==> src/rtl/pid_sample_sequencer.sv <==
// rtl/pid_sample_sequencer.sv - periodic ap_start sequencer with overrun and hung-core detection for an HLS PID core
module pid_sample_sequencer #(
  parameter int DW      = 25,
  parameter int PW      = 16,
  parameter int TIMEOUT = 64,
  parameter int OVF_W   = 8
) (
  input  logic             HCLK,
  input  logic             HRESETn,
  input  logic             enable,
  input  logic [PW-1:0]    period,
  input  logic [DW-1:0]    din0,
  input  logic [DW-1:0]    din1,
  input  logic             err_clr,
  input  logic             ovf_clr,
  output logic             core_ap_start,
  input  logic             core_ap_ready,
  input  logic             core_ap_done,
  output logic             core_rst,
  output logic             core_initn,
  output logic [DW-1:0]    core_din0,
  output logic [DW-1:0]    core_din1,
  input  logic [DW-1:0]    core_dout0,
  input  logic [DW-1:0]    core_dout1,
  output logic [DW-1:0]    dout0,
  output logic [DW-1:0]    dout1,
  output logic             dout_valid,
  output logic             busy,
  output logic             timeout_err,
  output logic [OVF_W-1:0] overrun_cnt,
  output logic [31:0]      sample_cnt
);

  localparam int TW = $clog2(TIMEOUT + 1);

  typedef enum logic [2:0] {
    S_IDLE,
    S_WAIT_TICK,
    S_START,
    S_WAIT_DONE,
    S_ERROR
  } state_t;

  state_t           state_q, state_d;
  logic [PW-1:0]    cnt_q, cnt_d;
  logic [PW-1:0]    plen_q, plen_d;
  logic [TW-1:0]    tmo_q, tmo_d;
  logic             first_run_q, first_run_d;
  logic [DW-1:0]    core_din0_q, core_din0_d;
  logic [DW-1:0]    core_din1_q, core_din1_d;
  logic [DW-1:0]    dout0_q, dout0_d;
  logic [DW-1:0]    dout1_q, dout1_d;
  logic             dout_valid_q, dout_valid_d;
  logic             timeout_err_q, timeout_err_d;
  logic [OVF_W-1:0] overrun_cnt_q, overrun_cnt_d;
  logic [31:0]      sample_cnt_q, sample_cnt_d;
  logic             core_ap_start_q, core_ap_start_d;
  logic             busy_q, busy_d;
  logic             core_rst_q, core_rst_d;
  logic             core_initn_q, core_initn_d;

  logic [PW-1:0]    period_eff;
  logic             in_txn;
  logic             cnt_run;
  logic             tick;
  logic             done_ev;
  logic             tmo_hit;

  // Decode of effective period, sample tick, core completion and timeout
  always_comb begin
    period_eff = (period == '0) ? PW'(1) : period;
    in_txn     = (state_q == S_START) || (state_q == S_WAIT_DONE);
    cnt_run    = enable && (state_q != S_IDLE) && (state_q != S_ERROR);
    tick       = cnt_run && (cnt_q == plen_q - PW'(1));
    // A core that raises ap_done together with ap_ready in START has completed
    done_ev    = core_ap_done &&
                 ((state_q == S_WAIT_DONE) || ((state_q == S_START) && core_ap_ready));
    tmo_hit    = in_txn && (tmo_q >= TW'(TIMEOUT - 1));
  end

  // Next-state, period/timeout counters, captures and registered outputs
  always_comb begin
    state_d       = state_q;
    cnt_d         = cnt_q;
    plen_d        = plen_q;
    tmo_d         = '0;
    first_run_d   = first_run_q;
    core_din0_d   = core_din0_q;
    core_din1_d   = core_din1_q;
    dout0_d       = dout0_q;
    dout1_d       = dout1_q;
    dout_valid_d  = 1'b0;
    timeout_err_d = timeout_err_q;
    overrun_cnt_d = overrun_cnt_q;
    sample_cnt_d  = sample_cnt_q;

    // The period length is reloaded only at a wrap so a new period lands cleanly
    if (cnt_run) begin
      if (tick) begin
        cnt_d  = '0;
        plen_d = period_eff;
      end else begin
        cnt_d = cnt_q + PW'(1);
      end
    end

    if (in_txn) begin
      tmo_d = tmo_q + TW'(1);
    end

    // A tick landing while the core is busy is dropped and counted; clear wins
    if (ovf_clr) begin
      overrun_cnt_d = '0;
    end else if (tick && in_txn && (overrun_cnt_q != '1)) begin
      overrun_cnt_d = overrun_cnt_q + OVF_W'(1);
    end

    case (state_q)
      S_IDLE: begin
        if (enable) begin
          state_d     = S_WAIT_TICK;
          first_run_d = 1'b1;
          cnt_d       = '0;
          plen_d      = period_eff;
        end
      end
      S_WAIT_TICK: begin
        if (!enable) begin
          state_d = S_IDLE;
        end else if (tick) begin
          state_d     = S_START;
          core_din0_d = din0;
          core_din1_d = din1;
        end
      end
      S_START, S_WAIT_DONE: begin
        if (done_ev) begin
          dout0_d      = core_dout0;
          dout1_d      = core_dout1;
          dout_valid_d = 1'b1;
          sample_cnt_d = sample_cnt_q + 32'd1;
          first_run_d  = 1'b0;
          state_d      = enable ? S_WAIT_TICK : S_IDLE;
        end else if (tmo_hit) begin
          state_d       = S_ERROR;
          timeout_err_d = 1'b1;
        end else if ((state_q == S_START) && core_ap_ready) begin
          state_d = S_WAIT_DONE;
        end
      end
      S_ERROR: begin
        if (err_clr) begin
          state_d       = S_IDLE;
          timeout_err_d = 1'b0;
          first_run_d   = 1'b1;
        end
      end
      default: begin
        state_d = S_IDLE;
      end
    endcase

    // Core-facing controls are registered from the next state to stay glitch-free
    core_ap_start_d = (state_d == S_START);
    busy_d          = (state_d == S_START) || (state_d == S_WAIT_DONE);
    core_rst_d      = (state_d == S_IDLE) || (state_d == S_ERROR);
    core_initn_d    = busy_d ? ~first_run_d : 1'b1;
  end

  // State and output registers with asynchronous reset
  always_ff @(posedge HCLK or negedge HRESETn) begin
    if (!HRESETn) begin
      state_q         <= S_IDLE;
      cnt_q           <= '0;
      plen_q          <= PW'(1);
      tmo_q           <= '0;
      first_run_q     <= 1'b1;
      core_din0_q     <= '0;
      core_din1_q     <= '0;
      dout0_q         <= '0;
      dout1_q         <= '0;
      dout_valid_q    <= 1'b0;
      timeout_err_q   <= 1'b0;
      overrun_cnt_q   <= '0;
      sample_cnt_q    <= '0;
      core_ap_start_q <= 1'b0;
      busy_q          <= 1'b0;
      core_rst_q      <= 1'b1;
      core_initn_q    <= 1'b0;
    end else begin
      state_q         <= state_d;
      cnt_q           <= cnt_d;
      plen_q          <= plen_d;
      tmo_q           <= tmo_d;
      first_run_q     <= first_run_d;
      core_din0_q     <= core_din0_d;
      core_din1_q     <= core_din1_d;
      dout0_q         <= dout0_d;
      dout1_q         <= dout1_d;
      dout_valid_q    <= dout_valid_d;
      timeout_err_q   <= timeout_err_d;
      overrun_cnt_q   <= overrun_cnt_d;
      sample_cnt_q    <= sample_cnt_d;
      core_ap_start_q <= core_ap_start_d;
      busy_q          <= busy_d;
      core_rst_q      <= core_rst_d;
      core_initn_q    <= core_initn_d;
    end
  end

  assign core_ap_start = core_ap_start_q;
  assign core_rst      = core_rst_q;
  assign core_initn    = core_initn_q;
  assign core_din0     = core_din0_q;
  assign core_din1     = core_din1_q;
  assign dout0         = dout0_q;
  assign dout1         = dout1_q;
  assign dout_valid    = dout_valid_q;
  assign busy          = busy_q;
  assign timeout_err   = timeout_err_q;
  assign overrun_cnt   = overrun_cnt_q;
  assign sample_cnt    = sample_cnt_q;

endmodule

==> config.mk <==
export PLATFORM = sky130hd
export DESIGN_NAME = pid_sample_sequencer
export DESIGN_NICKNAME = d
export VERILOG_FILES = /design/src/rtl/pid_sample_sequencer.sv
export SDC_FILE = /design/constraint.sdc
export NUM_CORES = 1
export LEC_CHECK = 0
export CAP_MARGIN = 20
export CORE_AREA = 2 2 133 135
export DETAILED_ROUTE_END_ITERATION = 12
export DIE_AREA = 0 0 135 137
export GPL_ROUTABILITY_DRIVEN = 0
export PLACE_DENSITY = 0.95
export SLEW_MARGIN = 25
export SYNTH_ARGS = -nofsm -noshare
export SYNTH_HDL_FRONTEND = slang
export SYNTH_SLANG_ARGS = --single-unit
==> constraint.sdc <==
create_clock -name HCLK -period 5.24 [get_ports HCLK]
set_input_delay 0.524 -clock HCLK [delete_from_list [all_inputs] [get_ports HCLK]]
set_output_delay 0.524 -clock HCLK [all_outputs]
set_load 0.05 [all_outputs]
==> flow_results.xml, run 1 <==
<?xml version="1.0" encoding="UTF-8"?>
<metrics>
  <group name="run_status">
    <metric name="status" unit="">complete, no violations</metric>
  </group>
  <group name="cells_and_area">
    <metric name="seq_area" unit="um2">4733</metric>
    <metric name="final_layout_size_suffix_gt1_share" unit="%">16.56</metric>
    <metric name="post-route-cell-area" unit="um2">12090</metric>
    <metric name="layout.nets" unit="">1063</metric>
    <metric name="multi_input_area" unit="um2">3716</metric>
    <metric name="flow.area_growth_from_synthesis" unit="%">40.39</metric>
    <metric name="final.fill_count" unit="">1130</metric>
  </group>
  <group name="timing">
    <metric name="fin_crit_sh" unit="%">72.33</metric>
    <metric name="whs" unit="ns">0.1741</metric>
    <metric name="finalHoldViolCount" unit="">0</metric>
    <metric name="post-route-min-period" unit="ns">3.790</metric>
    <metric name="clock_skew" unit="ns">0.009270</metric>
    <metric name="worstMarginPinSlew" unit="ns">0.9976</metric>
    <metric name="setup_violations" unit="">0</metric>
    <metric name="setup_tns" unit="ns">0</metric>
    <metric name="rsz0062_at_grt" unit="">false</metric>
    <metric name="timing.final.max_slew_violations" unit="">0</metric>
    <metric name="max_freq" unit="MHz">263.8</metric>
    <metric name="worst_slew_margin_rel" unit="%">33.49</metric>
  </group>
  <group name="yosys">
    <metric name="most_frequent_cells_after_synthesis" unit="">dfrtp_1, mux2_2, mux2_4</metric>
    <metric name="syn_area_per_cell" unit="um2">12.88</metric>
    <metric name="synth.most_common_cell" unit="">dfrtp_1</metric>
    <metric name="synthTopCellsByArea" unit="">dfrtp_1, mux2_4, mux2_2</metric>
    <metric name="async_reset_ff_share" unit="%">100.0</metric>
    <metric name="number_of_synthesized_flops_with_an_enable_pin" unit="">0</metric>
    <metric name="ys.warnings.count" unit="">0</metric>
    <metric name="synth.top_cell.area_share" unit="%">54.03</metric>
    <metric name="synth_sequential_area_ratio" unit="%">54.95</metric>
    <metric name="synth_top_cell_by_area" unit="">dfrtp_1</metric>
    <metric name="count_of_distinct_cell_types_in_the_synthesized_netlist" unit="">63</metric>
    <metric name="netlist_instances" unit="">669</metric>
    <metric name="dominantRegCellSynth" unit="">dfrtp_1</metric>
    <metric name="syn_nets" unit="">797</metric>
    <metric name="ys_seq_elements" unit="">189</metric>
    <metric name="mappedNetlistArea" unit="um2">8615</metric>
  </group>
  <group name="route">
    <metric name="routed_wirelength" unit="mm">23.45</metric>
    <metric name="drc_errors" unit="">0</metric>
    <metric name="detailroute.via_count" unit="">6457</metric>
    <metric name="route.detailed.vias_per_inst" unit="">5.500</metric>
    <metric name="detail-route-antenna-nets" unit="">0</metric>
    <metric name="first_pass_iters" unit="">5</metric>
    <metric name="drt-initial-drc-count" unit="">338</metric>
    <metric name="wl_per_cell" unit="um">19.98</metric>
  </group>
  <group name="grt">
    <metric name="grt_max_degree" unit="">97</metric>
    <metric name="global_route.peak_usage_layer" unit="">met2</metric>
    <metric name="grt_util_met1" unit="%">30.68</metric>
    <metric name="globalRouteMet3Util" unit="%">7.593</metric>
    <metric name="globalRouteTotalUtil" unit="%">25.55</metric>
    <metric name="overflow" unit="">0</metric>
    <metric name="grt_antenna_before_repair" unit="">1</metric>
    <metric name="first_global_vias" unit="">6832</metric>
    <metric name="gr-usage-met2" unit="%">43.82</metric>
    <metric name="grt_first_pass_wirelength" unit="mm">36.37</metric>
  </group>
  <group name="worst_setup_path">
    <metric name="cp-startpoint" unit="">plen_q[1]$_DFF_PN0_</metric>
    <metric name="critical_path.slowest_cell" unit="">mux2_1</metric>
    <metric name="critical_path_arrival" unit="ns">4.10</metric>
    <metric name="setup.worst_path.class" unit="">reg -&gt; reg</metric>
    <metric name="crit_chain" unit="">inv_1 -&gt; ha_1 -&gt; or3b_2 -&gt; nor4_1 -&gt; xnor2_1 -&gt; nor3_2 -&gt; o2111a_1 -&gt; buf_4 -&gt; nand2b_4 -&gt; mux2_1</metric>
    <metric name="timing.critical_path.required" unit="ns">5.55</metric>
    <metric name="worstPathMaxFanout" unit="">54</metric>
    <metric name="slowest_delay" unit="ns">0.55</metric>
    <metric name="worst_setup_path_start_kind" unit="">register</metric>
    <metric name="worstReg2RegStart" unit="">plen_q[1]$_DFF_PN0_</metric>
    <metric name="capturing_element_type_of_the_critical_path" unit="">register</metric>
  </group>
  <group name="clock_tree">
    <metric name="tritoncts_clock_tree" unit="">done</metric>
    <metric name="clock_buffer_depth" unit="">2</metric>
    <metric name="htreeDepth" unit="">4</metric>
    <metric name="clk_latency" unit="ns">0.44</metric>
    <metric name="cts_sink_count" unit="">189</metric>
    <metric name="ctsRootBufferMaster" unit="">clkbuf_16</metric>
    <metric name="cts_buffers" unit="">17</metric>
    <metric name="clk_pin_slew_worst_paths" unit="ns">0.07</metric>
    <metric name="count_of_buffers_added_by_post_cts_timing_repair_for_setup" unit="">0</metric>
    <metric name="cts_resized" unit="">0</metric>
    <metric name="cts_hold_buf" unit="">0</metric>
  </group>
  <group name="floorplanning">
    <metric name="io_pins" unit="">269</metric>
    <metric name="floorplan.die.width" unit="um">135</metric>
    <metric name="core-area" unit="um2">17060</metric>
    <metric name="die_h" unit="um">137</metric>
    <metric name="floorplan.rows" unit="">48</metric>
    <metric name="initial_core_util" unit="%">50.51</metric>
    <metric name="floorplan.die_area" unit="um2">18500</metric>
  </group>
  <group name="pwr">
    <metric name="power_per_cell_area" unit="nW/um2">275.0</metric>
    <metric name="p_leak" unit="nW">5.411</metric>
    <metric name="power.ir.vdd_worst" unit="mV">0.2589</metric>
  </group>
  <group name="hold_path">
    <metric name="worst_hold_path_type" unit="">in -&gt; async</metric>
  </group>
  <group name="place">
    <metric name="dpl.hpwl" unit="mm">16.96</metric>
    <metric name="port_buffers" unit="">268</metric>
    <metric name="instance_area_after_placement" unit="um2">11500</metric>
  </group>
  <group name="job">
    <metric name="cap_viol_max_count" unit="">0</metric>
  </group>
</metrics>
==> sequential cells by signal, indices dropped and copies added, names as in the netlist, 3 cells and up, named ones only <==
signal and flops:
sample_cnt 32, dout0 25, core_din1 25, tmo_q 7, dout1 25, plen_q 16, state_q 3, core_din0 25
overrun_cnt 8
==> per-layer routing <==
metal	vias up	share of wire (%)
met3	45	6.8
met2	273	52
met4	0	2.5
li1	2928	-
met1	3211	39
met5	-	0
==> power breakdown <==
group	switching (mW)	internal (mW)
clock network	0.611	0.675
logic	0.233	0.218
registers	0.0755	1.51
total	0.920	2.41
==> per-stage QoR <==
stage	setup slack [ns]	instances	utilization, %	power, mW
3_5_place_dp	1.404	1141	67.43	2.060
6_report	1.450	1174	70.91	3.326
2_1_floorplan	2.215	669	-	1.848
3_3_place_gp	1.578	1140	67.27	2.040
4_1_cts	1.476	1173	70.85	3.343
5_1_grt	1.246	1174	70.91	3.438
==> final timing paths <==
kind	cells after the start	end	slack (ns)
worst max-delay path	10	core_din1[2]$_DFFE_PN0P_	1.45
worst min-delay path	1	dout0[7]$_DFFE_PN0P_	0.17
worst max register to register	10	core_din1[2]$_DFFE_PN0P_	1.45
worst min register to register	1	tmo_q[0]$_DFF_PN0_	0.47
max in group asynchronous	2	tmo_q[3]$_DFF_PN0_	3.90
min in group HCLK	1	tmo_q[0]$_DFF_PN0_	0.47
==> placed cells by master, fill, tap and decap left out, types with 6 or more instances in the layout <==
master / synthesis / layout
clkdlybuf4s50_1: 0 / 267
dfrtp_1: 186 / 186
mux2_2: 54 / 54
mux2_4: 47 / 47
xnor2_1: 39 / 39
nor2_1: 38 / 37
nand3_1: 33 / 33
nand2_1: 32 / 32
mux2_1: 21 / 21
xor2_1: 20 / 20
clkbuf_16: 0 / 17
o21ai_0: 15 / 15
nor3_1: 13 / 13
a21oi_1: 13 / 13
and3_1: 11 / 11
nor2b_1: 10 / 10
nor4_1: 9 / 9
nand4_1: 8 / 8
inv_1: 7 / 7
a22o_1: 7 / 7
mux2i_1: 6 / 6
or3_1: 6 / 6
==> cells by family after synthesis <==
group	Yosys count	synth area share, %
AO/OA/AOI/OAI	67	5.737
buffers and inverters	34	2.179
flip-flops	189	54.95
XOR/XNOR	59	5.999
AND/OR/NAND/NOR	187	11.72
adder cells (fa/ha/maj)	5	0.7262
multiplexers	128	18.69
==> critical path: cells and delay by family, from the launching register on <==
kind,cells,cell delay [ns]
xor+xnor,1,0.14
compound gates,1,0.21
buf+inv,2,0.34
fa+ha+maj,1,0.46
simple gates,4,1.45
mux,1,0.55
flops,1,0.45
==> cell type report <==
cell class | count | area share (%)
sequential | 189 | 39.14
multi-input combinational | 446 | 30.73
timing repair buffer | 274 | 22.75
clock buffer | 17 | 3.517
tap | 225 | 2.328
clock inverter | 15 | 1.304
inverter | 7 | 0.2173
antenna | 1 | 0.02069
Power figures use the tool's default switching activity.
==> run 2: changes to the inputs <==
CORE_AREA = 2 2 147 149   (was 2 2 133 135)
DIE_AREA = 0 0 149 151   (was 0 0 135 137)
PLACE_DENSITY = 0.85   (was 0.95)
clock period = 3.12 ns   (was 5.24 ns; I/O delays follow)
==> run 2 against run 1 <==
Net effect: register-to-register slack worse by 1.3 ns; clock skew rose by 0.0088 ns; final cell count grew 6.0%; worst hold slack gained 0.29 ns; critical path depth decreased by 2; critical path type unchanged; largest power group unchanged; highest routed layer unchanged.
==> flow_results.xml, run 2 (synthesis results as in run 1) <==
<?xml version="1.0" encoding="UTF-8"?>
<metrics>
  <group name="cells_and_area">
    <metric name="final_layout_size_suffix_gt1_share" unit="%">19.38</metric>
    <metric name="flow.area_growth_from_synthesis" unit="%">44.13</metric>
    <metric name="flip_flop_count_of_the_largest_register_after_layout" unit="">32</metric>
    <metric name="final_common_cell" unit="">clkdlybuf4s50_1</metric>
    <metric name="multi_input_area" unit="um2">3784</metric>
    <metric name="post-route-cell-area" unit="um2">12420</metric>
    <metric name="layout.nets" unit="">1085</metric>
    <metric name="commonest_cells_after_routing_fill_and_taps_aside" unit="">clkdlybuf4s50_1, dfrtp_1, mux2_2</metric>
    <metric name="final-instance-count-excl-fill" unit="">1245</metric>
    <metric name="diodes" unit="">0</metric>
    <metric name="final_util" unit="%">59.63</metric>
    <metric name="seq_area" unit="um2">4738</metric>
    <metric name="final.fill_count" unit="">1627</metric>
  </group>
  <group name="worst_setup_path">
    <metric name="capturing_element_type_of_the_critical_path" unit="">register</metric>
    <metric name="worstPathMaxFanout" unit="">13</metric>
    <metric name="setup.worst_path.class" unit="">reg -&gt; reg</metric>
    <metric name="timing.critical_path.required" unit="ns">3.43</metric>
    <metric name="critical_path_arrival" unit="ns">3.32</metric>
    <metric name="worst_setup_path_start_kind" unit="">register</metric>
  </group>
  <group name="clock_tree">
    <metric name="htreeDepth" unit="">4</metric>
    <metric name="clk_pin_slew_worst_paths" unit="ns">0.07</metric>
    <metric name="cts_buffers" unit="">17</metric>
    <metric name="clk_latency" unit="ns">0.44</metric>
    <metric name="cts_sink_count" unit="">189</metric>
    <metric name="tritoncts_clock_tree" unit="">done</metric>
    <metric name="clock_buffer_depth" unit="">2</metric>
    <metric name="ctsRootBufferMaster" unit="">clkbuf_16</metric>
  </group>
  <group name="grt">
    <metric name="globalRouteTotalUtil" unit="%">20.60</metric>
    <metric name="grt_antenna_before_repair" unit="">0</metric>
    <metric name="first_global_vias" unit="">6909</metric>
    <metric name="overflow" unit="">0</metric>
    <metric name="grt_max_degree" unit="">84</metric>
    <metric name="grt_first_pass_wirelength" unit="mm">36.32</metric>
  </group>
  <group name="route">
    <metric name="detail-route-antenna-nets" unit="">0</metric>
    <metric name="detailroute.via_count" unit="">6387</metric>
    <metric name="drt-initial-drc-count" unit="">318</metric>
    <metric name="wl_per_cell" unit="um">18.41</metric>
    <metric name="first_pass_iters" unit="">4</metric>
    <metric name="routed_wirelength" unit="mm">22.92</metric>
    <metric name="route.detailed.vias_per_inst" unit="">5.130</metric>
    <metric name="drc_errors" unit="">0</metric>
  </group>
  <group name="pwr">
    <metric name="power.ir.vdd_worst" unit="mV">0.3622</metric>
    <metric name="p_int" unit="mW">4.017</metric>
    <metric name="share_comb_of_total_power" unit="%">14.6</metric>
    <metric name="p_leak" unit="nW">5.536</metric>
    <metric name="power_frac_seq" unit="%">47.6</metric>
    <metric name="power_per_cell_area" unit="nW/um2">451.4</metric>
    <metric name="switching_share" unit="%">28.33</metric>
    <metric name="clock_power_share" unit="%">37.8</metric>
    <metric name="p_switching" unit="mW">1.588</metric>
  </group>
  <group name="job">
    <metric name="cap_viol_max_count" unit="">0</metric>
  </group>
  <group name="timing">
    <metric name="max_freq" unit="MHz">332.6</metric>
    <metric name="setup_tns" unit="ns">0</metric>
    <metric name="post-route-min-period" unit="ns">3.006</metric>
    <metric name="timing.final.max_slew_violations" unit="">0</metric>
    <metric name="setup_violations" unit="">0</metric>
    <metric name="worst_slew_margin_rel" unit="%">53.88</metric>
    <metric name="clock_skew" unit="ns">0.01810</metric>
    <metric name="worstMarginPinSlew" unit="ns">0.6918</metric>
    <metric name="fin_crit_sh" unit="%">96.36</metric>
    <metric name="finalHoldViolCount" unit="">0</metric>
  </group>
  <group name="floorplanning">
    <metric name="floorplan.rows" unit="">53</metric>
    <metric name="die_h" unit="um">151</metric>
    <metric name="floorplan.die.width" unit="um">149</metric>
    <metric name="io_pins" unit="">269</metric>
    <metric name="initial_core_util" unit="%">41.37</metric>
    <metric name="core-area" unit="um2">20820</metric>
    <metric name="floorplan.die_area" unit="um2">22500</metric>
  </group>
  <group name="place">
    <metric name="instance_area_after_placement" unit="um2">11740</metric>
    <metric name="placed_cells_incl_taps" unit="">1211</metric>
    <metric name="dpl.hpwl" unit="mm">16.91</metric>
    <metric name="port_buffers" unit="">268</metric>
  </group>
  <group name="run_status">
    <metric name="status" unit="">complete, no violations</metric>
  </group>
  <group name="hold_path">
    <metric name="worst_hold_path_type" unit="">reg -&gt; reg</metric>
  </group>
</metrics>
run 2: cell types whose count changed in the layout (fill, tap and decap cells not counted), moves of 2 or more:
cell	before	now
clkinvlp_4	3	1
dfrtp_1	186	182
buf_12	0	4
inv_8	5	3
buf_4	5	23
inv_6	2	5
clkinv_8	0	2
nor4_4	1	3
dfrtp_2	0	4
run 2: cell type report:
cell class,instances,share of cell area (%)
flip-flops and latches,189,38.16
multi-input cells,446,30.47
repair buffers,296,23.75
clock buffers,17,3.426
well taps,275,2.771
clock inverters,15,1.199
inverters,7,0.2116
run 2: metal layers:
metal | GRT usage, % | routed length, um
met1 | 24.69 | 8959
met2 | 35.46 | 12030
met3 | 5.753 | 1553
met4 | 7.714 | 373
met5 | 0 | 0
run 2: stage by stage:
| step | setup slack [ns] | hold WS [ns] | total power [mW] |
|---|---|---|---|
| final | 0.1136 | 0.4689 | 5.605 |
| after global routing | -0.002006 | 0.4704 | 5.836 |
| after CTS | -0.001521 | 0.4636 | 5.626 |
| after detailed placement | -0.03924 | 0.4086 | 3.491 |
| after global placement | 0.03486 | 0.3935 | 3.469 |
| after floorplan | 0.09491 | 0.01641 | 3.103 |
run 2: worst max-delay path, cell delays in order (launching register included):
cell and delay (ns):
dfrtp_1 0.45, or4_1 0.64, nor4_4 0.30, xnor2_1 0.11, nor3_2 0.28, o2111a_2 0.33, nand2b_4 0.21, buf_4 0.25
mux2_4 0.30
run 2: power groups by stage:
stage | combinational [mW] | clock [mW] | sequential (mW)
5_1_grt | 0.884 | 2.27 | 2.68
3_3_place_gp | 0.768 | 0 | 2.70
6_report | 0.820 | 2.12 | 2.67
2_1_floorplan | 0.332 | 0 | 2.77
4_1_cts | 0.797 | 2.17 | 2.66
3_5_place_dp | 0.785 | 0 | 2.71
run 2: repair_timing:
| action | CTS | global route |
|---|---|---|
| pin swaps | 0 | 5 |
| buffers inserted | 0 | 1 |
| endpoints found under the hold margin | 79 | 0 |
| hold buffers | 1 | 0 |
| resized for setup | 3 | 14 |
| endpoints found under the setup margin | 17 | 63 |
run 2: worst paths after layout:
path | startpoint | endpoint | slack (ns) | cells past startpoint
hold / removal | tmo_q[0]$_DFF_PN0_ | tmo_q[0]$_DFF_PN0_ | 0.47 | 1
max in group asynchronous | HRESETn | dout0[6]$_DFFE_PN0P_ | 1.76 | 3
setup reg to reg | plen_q[8]$_DFF_PN0_ | core_din1[21]$_DFFE_PN0P_ | 0.11 | 8
min in group asynchronous | HRESETn | dout1[20]$_DFFE_PN0P_ | 0.48 | 2
hold reg to reg | tmo_q[0]$_DFF_PN0_ | tmo_q[0]$_DFF_PN0_ | 0.47 | 1
setup / recovery | plen_q[8]$_DFF_PN0_ | core_din1[21]$_DFFE_PN0P_ | 0.11 | 8
==> run 3: changes to the inputs <==
--- a/config.mk
+++ b/config.mk
@@ -12,2 +12,3 @@
 export GPL_ROUTABILITY_DRIVEN = 0
+export HOLD_SLACK_MARGIN = 0.03
 export PLACE_DENSITY = 0.85
--- a/constraint.sdc
+++ b/constraint.sdc
@@ -3,2 +3,2 @@
 set_output_delay 0.312 -clock HCLK [all_outputs]
-set_load 0.05 [all_outputs]
+set_load 0.1 [all_outputs]
==> run 3 against run 2 <==
Net effect: core utilization down 0.31 points; worst hold slack got worse by 0.0059 ns; flip-flop and latch count stayed put; cell area shrank 0.51%; wire length grew 0.21%; first-iteration DRC count is 4.1% lower; sequential power is essentially flat; clock skew rose by 0.0036 ns; clock power grew 4%; critical path type unchanged; largest cell class unchanged.
==> flow_results.xml, run 3 (synthesis results as in run 1) <==
<?xml version="1.0" encoding="UTF-8"?>
<metrics>
  <group name="run_status">
    <metric name="status" unit="">complete, no violations</metric>
  </group>
  <group name="grt">
    <metric name="grt_first_pass_wirelength" unit="mm">36.03</metric>
    <metric name="first_global_vias" unit="">6829</metric>
    <metric name="overflow" unit="">0</metric>
    <metric name="grt_antenna_before_repair" unit="">0</metric>
    <metric name="globalRouteTotalUtil" unit="%">20.42</metric>
    <metric name="grt_max_degree" unit="">90</metric>
  </group>
  <group name="floorplanning">
    <metric name="core-area" unit="um2">20820</metric>
    <metric name="floorplan.die_area" unit="um2">22500</metric>
    <metric name="initial_core_util" unit="%">41.37</metric>
    <metric name="io_pins" unit="">269</metric>
    <metric name="floorplan.rows" unit="">53</metric>
    <metric name="floorplan.die.width" unit="um">149</metric>
    <metric name="die_h" unit="um">151</metric>
  </group>
  <group name="worst_setup_path">
    <metric name="slowest_delay" unit="ns">0.57</metric>
    <metric name="depth_of_the_most_critical_reg_to_reg_path" unit="">6</metric>
    <metric name="worst_setup_path_start_kind" unit="">register</metric>
    <metric name="critical_path.slowest_cell" unit="">or4b_1</metric>
    <metric name="timing.critical_path.required" unit="ns">3.43</metric>
    <metric name="path_delay_family" unit="">compound AO/OA/AOI/OAI gates</metric>
    <metric name="path_buf_inv" unit="">0</metric>
    <metric name="setup.worst_path.class" unit="">reg -&gt; reg</metric>
    <metric name="capturing_element_type_of_the_critical_path" unit="">register</metric>
    <metric name="worstReg2RegEnd" unit="">overrun_cnt[7]$_DFFE_PN0P_</metric>
    <metric name="ff2ff_setup_slack" unit="ns">0.11</metric>
    <metric name="crit_chain" unit="">or2_2 -&gt; o41a_1 -&gt; a2111oi_4 -&gt; o2111ai_4 -&gt; or4b_1 -&gt; mux2_1</metric>
    <metric name="worstReg2RegStart" unit="">plen_q[6]$_DFF_PN0_</metric>
    <metric name="worstPathMaxFanout" unit="">6</metric>
    <metric name="critical_path_arrival" unit="ns">3.31</metric>
  </group>
  <group name="route">
    <metric name="top_layer" unit="">met4</metric>
    <metric name="met1_routed_length" unit="mm">8.904</metric>
    <metric name="detail-route-antenna-nets" unit="">0</metric>
    <metric name="route.met2.wl" unit="mm">11.90</metric>
    <metric name="met3_length" unit="mm">1.456</metric>
    <metric name="drc_errors" unit="">0</metric>
    <metric name="wl_per_cell" unit="um">18.42</metric>
    <metric name="detailroute.via_count" unit="">6479</metric>
    <metric name="route.detailed.vias_per_inst" unit="">5.196</metric>
    <metric name="routed_wirelength" unit="mm">22.97</metric>
    <metric name="drt-initial-drc-count" unit="">305</metric>
    <metric name="first_pass_iters" unit="">5</metric>
  </group>
  <group name="cells_and_area">
    <metric name="layout.nets" unit="">1087</metric>
    <metric name="flow.area_growth_from_synthesis" unit="%">43.38</metric>
    <metric name="flip_flop_count_of_the_largest_register_after_layout" unit="">32</metric>
    <metric name="final.fill_count" unit="">1657</metric>
    <metric name="final_layout_size_suffix_gt1_share" unit="%">23.77</metric>
    <metric name="diodes" unit="">0</metric>
    <metric name="commonest_cells_after_routing_fill_and_taps_aside" unit="">clkdlybuf4s50_1, dfrtp_1, buf_4</metric>
    <metric name="final_common_cell" unit="">clkdlybuf4s50_1</metric>
  </group>
  <group name="clock_tree">
    <metric name="cts_sink_count" unit="">189</metric>
    <metric name="tritoncts_clock_tree" unit="">done</metric>
    <metric name="clock_buffer_depth" unit="">2</metric>
    <metric name="clk_latency" unit="ns">0.44</metric>
    <metric name="ctsRootBufferMaster" unit="">clkbuf_16</metric>
    <metric name="clk_pin_slew_worst_paths" unit="ns">0.07</metric>
    <metric name="htreeDepth" unit="">4</metric>
    <metric name="cts_buffers" unit="">17</metric>
  </group>
  <group name="timing">
    <metric name="fin_crit_sh" unit="%">96.35</metric>
    <metric name="finalHoldViolCount" unit="">0</metric>
    <metric name="whs" unit="ns">0.4630</metric>
    <metric name="timing.final.max_slew_violations" unit="">0</metric>
    <metric name="post-route-min-period" unit="ns">3.006</metric>
    <metric name="setup_violations" unit="">0</metric>
    <metric name="clock_skew" unit="ns">0.02167</metric>
    <metric name="worstMarginPinSlew" unit="ns">1.040</metric>
    <metric name="worst_slew_margin_rel" unit="%">30.42</metric>
    <metric name="setup_ws" unit="ns">0.1139</metric>
    <metric name="max_freq" unit="MHz">332.7</metric>
  </group>
  <group name="place">
    <metric name="pre_cts_slack" unit="ns">-0.05180</metric>
    <metric name="port_buffers" unit="">268</metric>
    <metric name="dpl.hpwl" unit="mm">16.98</metric>
  </group>
  <group name="pwr">
    <metric name="power_per_cell_area" unit="nW/um2">469.0</metric>
    <metric name="power.ir.vdd_worst" unit="mV">0.3638</metric>
    <metric name="p_leak" unit="nW">5.647</metric>
  </group>
  <group name="hold_path">
    <metric name="worst_hold_path_type" unit="">reg -&gt; reg</metric>
    <metric name="hold-path-cell-count" unit="">1</metric>
    <metric name="hold-path-endpoint" unit="">tmo_q[0]$_DFF_PN0_</metric>
    <metric name="min-delay-start" unit="">tmo_q[0]$_DFF_PN0_</metric>
  </group>
  <group name="job">
    <metric name="cap_viol_max_count" unit="">0</metric>
  </group>
</metrics>
## run 3: changes by cell type in the layout (fill, tap and decap cells not counted), moves of 3 or more
cell and delta:
buf_4 +47, clkdlybuf4s50_1 -45, dfrtp_2 -4, clkinv_8 +6
dfrtp_1 +4, inv_6 -3
## run 3: layout make-up
cell class	instances	area [um2]	area share, %
timing repair buffer	298	2851	23.09
clock buffer	18	439.2	3.556
inverter	7	26.28	0.2127
tap	275	344.1	2.786
sequential	189	4733	38.32
multi-input combinational	446	3770	30.52
clock inverter	14	187.7	1.519
## run 3: per-stage QoR
step | power (mW) | util, % | instance area [um2] | std cells | setup TNS (ns)
after floorplan | 3.211 | - | 8615 | 669 | 0
after CTS | 5.825 | 58.98 | 12280 | 1244 | 0
final | 5.792 | 59.32 | 12350 | 1247 | 0
after detailed placement | 3.606 | 55.82 | 11620 | 1210 | -0.5188
after global routing | 6.037 | 59.32 | 12350 | 1247 | -0.003563
after global placement | 3.578 | 55.82 | 11620 | 1210 | 0
## run 3: routing by layer
metal | up-vias | GRT usage [%]
met3 | 57 | 5.633
met4 | 0 | 7.524
met1 | 3207 | 24.52
met5 | - | 0
met2 | 245 | 35.21
li1 | 2970 | -
## run 3: timing repair
| item | in CTS | in global routing |
|---|---|---|
| gates resized for setup | 3 | 7 |
| hold endpoints to repair | 84 | 0 |
| buffers inserted | 1 | 3 |
| endpoints found under the setup margin | 29 | 78 |
| hold buffers | 1 | 0 |
| pin swaps | 1 | 1 |
## run 3: how the worst max path moves through the flow
stage,start,to,cells after the start
after global placement,plen_q[1]$_DFF_PN0_,plen_q[4]$_DFF_PN0_,9
final,plen_q[6]$_DFF_PN0_,overrun_cnt[7]$_DFFE_PN0P_,6
after floorplan,plen_q[0]$_DFF_PN1_,overrun_cnt[6]$_DFFE_PN0P_,10
after global routing,plen_q[3]$_DFF_PN0_,overrun_cnt[7]$_DFFE_PN0P_,8
after detailed placement,plen_q[1]$_DFF_PN0_,plen_q[5]$_DFF_PN0_,9
after CTS,plen_q[0]$_DFF_PN1_,overrun_cnt[7]$_DFFE_PN0P_,10
## run 3: report_power, final
group | switching [mW] | internal [mW] | total, mW | leakage [nW]
registers | 0.123 | 2.54 | 2.66 | 2.55
clock network | 1.09 | 1.11 | 2.20 | 0.301
logic | 0.527 | 0.402 | 0.929 | 2.80
